==> src/rtl/display_source_arbiter.sv <==
// Registered priority arbiter for the seven-segment display mux.
// Grants hold for a minimum dwell time and fall back to a default source.
module display_source_arbiter #(
    parameter int NUM_SRC     = 4,
    parameter int SEL_W       = (NUM_SRC > 2) ? $clog2(NUM_SRC) : 1,
    parameter int DEFAULT_SRC = 2,
    parameter int HOLD_CYCLES = 50_000_000,
    parameter bit PREEMPT     = 1'b1
) (
    input  logic               clk,
    input  logic               rst_n,
    input  logic [NUM_SRC-1:0] req,
    output logic [SEL_W-1:0]   sel,
    output logic               active,
    output logic               sel_change,
    output logic               hold_done
);

    localparam int CW = $clog2(HOLD_CYCLES + 1);
    localparam logic [SEL_W-1:0] DEF  = SEL_W'(DEFAULT_SRC);
    localparam logic [CW-1:0]    LOAD = CW'(HOLD_CYCLES - 1);

    typedef enum logic {
        IDLE,
        HOLD
    } state_t;

    state_t             state;
    state_t             state_d;
    logic [CW-1:0]      cnt;
    logic [CW-1:0]      cnt_d;
    logic [SEL_W-1:0]   sel_d;
    logic [NUM_SRC-1:0] eff_req;
    logic [SEL_W-1:0]   top;
    logic               any;

    // Ascending scan: the last set bit seen is the highest priority.
    always_comb begin
        eff_req              = req;
        eff_req[DEFAULT_SRC] = 1'b0;
        any                  = |eff_req;
        top                  = '0;
        for (int i = 0; i < NUM_SRC; i++) begin
            if (eff_req[i]) top = SEL_W'(i);
        end
    end

    always_comb begin
        state_d = state;
        sel_d   = sel;
        cnt_d   = cnt;
        unique case (state)
            IDLE: begin
                if (any) begin
                    sel_d   = top;
                    cnt_d   = LOAD;
                    state_d = HOLD;
                end
            end
            HOLD: begin
                if (cnt != '0) begin
                    if (PREEMPT && (top > sel)) begin
                        sel_d = top;
                        cnt_d = LOAD;
                    end else begin
                        cnt_d = cnt - CW'(1);
                    end
                end else if (eff_req[sel] && (top == sel)) begin
                    cnt_d = '0;
                end else if (any) begin
                    sel_d = top;
                    cnt_d = LOAD;
                end else begin
                    sel_d   = DEF;
                    state_d = IDLE;
                end
            end
            default: begin
                state_d = IDLE;
                sel_d   = DEF;
                cnt_d   = '0;
            end
        endcase
    end

    // Status flags are derived from next-state values so they stay aligned with sel.
    always_ff @(posedge clk) begin
        if (!rst_n) begin
            state      <= IDLE;
            sel        <= DEF;
            cnt        <= '0;
            active     <= 1'b0;
            sel_change <= 1'b0;
            hold_done  <= 1'b1;
        end else begin
            state      <= state_d;
            sel        <= sel_d;
            cnt        <= cnt_d;
            active     <= (sel_d != DEF);
            sel_change <= (sel_d != sel);
            hold_done  <= (cnt_d == '0);
        end
    end

endmodule

==> config.mk <==
export PLATFORM = sky130hd
export DESIGN_NAME = display_source_arbiter
export DESIGN_NICKNAME = d
export VERILOG_FILES = /design/src/rtl/display_source_arbiter.sv
export SDC_FILE = /design/constraint.sdc
export NUM_CORES = 1
export LEC_CHECK = 0
export CAP_MARGIN = 30
export CORE_MARGIN = 2
export CORE_UTILIZATION = 35
export CTS_BUF_LIST = sky130_fd_sc_hd__clkbuf_16
export CTS_CLUSTER_SIZE = 20
export DETAILED_ROUTE_END_ITERATION = 6
export HOLD_SLACK_MARGIN = 0.15
export PLACE_DENSITY_LB_ADDON = 0.1
export RECOVER_POWER = 25
export SLEW_MARGIN = 10
export SYNTH_ARGS = -nofsm -noshare
export SYNTH_HDL_FRONTEND = slang
export SYNTH_SLANG_ARGS = --single-unit
export TNS_END_PERCENT = 10
==> constraint.sdc <==
create_clock -name clk -period 6.3 [get_ports clk]
set_clock_uncertainty 0.2 [all_clocks]
set_input_delay 1.26 -clock clk [delete_from_list [all_inputs] [get_ports clk]]
set_output_delay 1.26 -clock clk [all_outputs]
set_load 0.02 [all_outputs]
==> metrics.md <==
| Metric | Value |
|---|---|
| Outcome | complete, no violations |
| Setup CP Type | input pin to flop |
| Vias/cell | 5.762 |
| CP Launch Type | input pin |
| Placed Cells | between 300 and 400 |
| RSZ-0062 raised after global routing | no |
| Synth Instances | 275 |
| Most common cell after layout, fill and taps aside | nor2_1 |
| Top Ports | 11 |
| Most frequent cells in the layout | nor2_1, dfxtp_1, nand2_1 |
| Max Slew Vio Count | 0 |
| Pwr Density | around 260 mW/mm^2 |
| TritonCTS Sinks | 32 |
| Gate power share | 0.233 |
| DR vias | between 2000 and 2500 |
| Setup TNS | 0 ps |
| DIE HEIGHT | 81.27 um |
| WP data arrival | 4980 ps |
| Largest area contributor in the netlist | dfxtp_1 |
| Hold Vio Cnt, Final | 0 |
| Ys async rst share | 0 |
| # H-tree levels | 2 |
| Yosys warns | 0 |
| Maxcap violations | 0 |
| WL final | approximately 6000 um |
| Post-CTS Hold Fix Bufs | 0 |
| Sw Share | 0.3242 |
| Gr usage total | 0.2043 |
| P&R area growth vs syn | 12.87% |
| Clock power share | 0.377 |
| Die footprint | 0.006604 mm^2 |
| CTS Buffer Depth | 2 |
| Max Clock Freq | around 200 MHz |
| Main flop type after synthesis | dfxtp_1 |
| Placed Area | between 0.002 and 0.0025 mm^2 |
| Total Power | approximately 610 uW |
| Diode count | 0 |
| Psw | roughly 200 uW |
| Drt drc | 0 |
| Internal power | roughly 420 uW |
| Worst Hold Class | flop to flop |
| Site Rows | 28 |
| Antenna-violating nets left | 0 |
| Min cycle time layout | 5011 ps |
| Post-CTS setup repair buffer count | 0 |
| Critical path fanouts, max | 13 |
| Post-Syn Nets | around 280 |
| Post-synthesis sequential area ratio | 0.3066 |
| Die width | around 81 um |
| Synth unique cells | 57 |
| CTS clk-pin slew, worst paths | about 50 ps |
| Initial core utilization | 0.3571 |
| Slew @ Worst Pin | about 820 ps |
| Final nets | 290 |
| Core box area | just under 0.006 mm^2 |
| Register bit count reported by yosys | 32 |
| # port buffers | 9 |
| Number of flops mapped to enable cells by yosys | 0 |
| Post-CTS resize count | 0 |
| Gr ovfl total | 0 |
| Cts bufs inserted | 5 |
| Post-DP HPWL | between 4000 and 5000 um |
| Tcrit/Tclk final | 0.7954 |
| CTS tree | built |
| Finished Cell Area | between 0.002 and 0.0025 mm^2 |
| Largest net degree at the start of global routing | 18 |
| WP data required | around 6300 ps |
| First-pass GRT wire length | slightly above 10000 um |
| Final setup viols | 0 |
| Mean Syn Cell Area | roughly 7.6 um^2 |
| Relative slew slack | 0.4492 |
| Initial DRT Pass Iterations | 5 |
| Peak supply drop | roughly 150 uV |
| Number of DRC markers in iteration 0 | 130 |
| Vias in the first global route | roughly 1900 |
| Top cells by area in the synthesized netlist | dfxtp_1, nor2_1, o21ai_0, a21oi_1, nand2_1 |
| Pleak | around 0.00087 uW |
| Routed wire length per instance | around 17 um |
| Synth Cell Area | 0.002090 mm^2 |
| Placer Congestion | approximately 0.81 |
| Initial antenna violation count | 0 |
| FILL cells | 592 |
| Synth top area share | 0.3066 |
| Reg power frac | 0.391 |
| Critical path endpoint category | flop |
| Final std cells w/o fill | approximately 360 |
| Worst skew pair latency | 280 ps |
| Layout cell share with drive strength beyond 1 | 0.07801 |
| Root buffer cell | clkbuf_16 |
cells in the mapped netlist, types with 3 or more instances:
cell      number
a21oi_1       21
a22o_1         3
a31oi_1        3
and2_1        12
and3_1         3
clkbuf_1       8
dfxtp_1       32
ha_1           3
inv_1          4
nand2_1       27
nand3_1        8
nand4_1        3
nor2_1        36
nor2b_1        3
nor3_1        13
nor4_1         6
o21a_1         5
o21ai_0       25
o21bai_1       3
o31a_1         3
o31ai_1        5
or3_1          4
or3_4          3
power groups by stage:
stage               clock [uW]  sequential [uW]  combinational [uW]
floorplan                    0              242                 104
global placement             0              244                 145
detailed placement           0              244                 145
CTS                        236              240                 145
global route               246              243                 160
finish                     232              240                 143
per-stage QoR:
| step | setup slack (ps) | utilization | hold WS, ps |
|---|---|---|---|
| after global routing | 1088 | 0.4031 | 407.9 |
| after global placement | 1411 | 0.3796 | 345.4 |
| after floorplan | 2791 | - | 297.3 |
| final | 1289 | 0.4031 | 362.1 |
| after CTS | 1733 | 0.4038 | 359.3 |
| after detailed placement | 1472 | 0.3805 | 349.4 |
metal layers:
metal | wire length (um) | global-route usage | vias to the layer above
met2 | 2729 | 0.3246 | 49
li1 | - | - | 1036
met3 | 259 | 0.04000 | 7
met1 | 2966 | 0.2794 | 965
met5 | 0 | 0 | -
met4 | 89 | 0.05932 | 0
area by class of cell:
class                           count  area, um^2  area share
Sequential cell                    32       640.6      0.2716
Inverter                            5       18.77    0.007958
Multi-Input combinational cell    225        1363      0.5777
Timing Repair Buffer               12       106.4     0.04509
Clock inverter                      3       11.26    0.004775
Clock buffer                        5       125.1     0.05305
Tap cell                           75       93.84     0.03979
state kept, by name, summed over array words and instances, names as in the netlist:
name,count
cnt,26
hold_done,1
active,1
sel,2
sel_change,1
state,1
final timing paths:
path / startpoint / end / slack (ps) / depth (start not counted)
hold reg to reg: cnt[8] / cnt[8] / 360 / 2
hold / removal: cnt[8] / cnt[8] / 360 / 2
setup / recovery: req[3] / hold_done / 1290 / 10
setup reg to reg: sel[1] / hold_done / 2410 / 10
critical path, stage by stage:
cell and delay [ps]:
dlygate4sd3_1 630, ha_1 370, nor2b_1 150, o21ai_0 640, clkbuf_1 550, o41ai_1 170, a221oi_1 530, and3_1 250
nand4_1 90, o41ai_2 340
cell families after synthesis:
group | count (synthesis) | share of synthesized area
flops | 32 | 0.3066
mux | 2 | 0.009581
xor+xnor | 1 | 0.004192
fa+ha+maj | 3 | 0.01797
simple gates | 133 | 0.3527
compound gates | 86 | 0.2677
buf+inv | 18 | 0.04131
(Power assumes the default switching activity.)
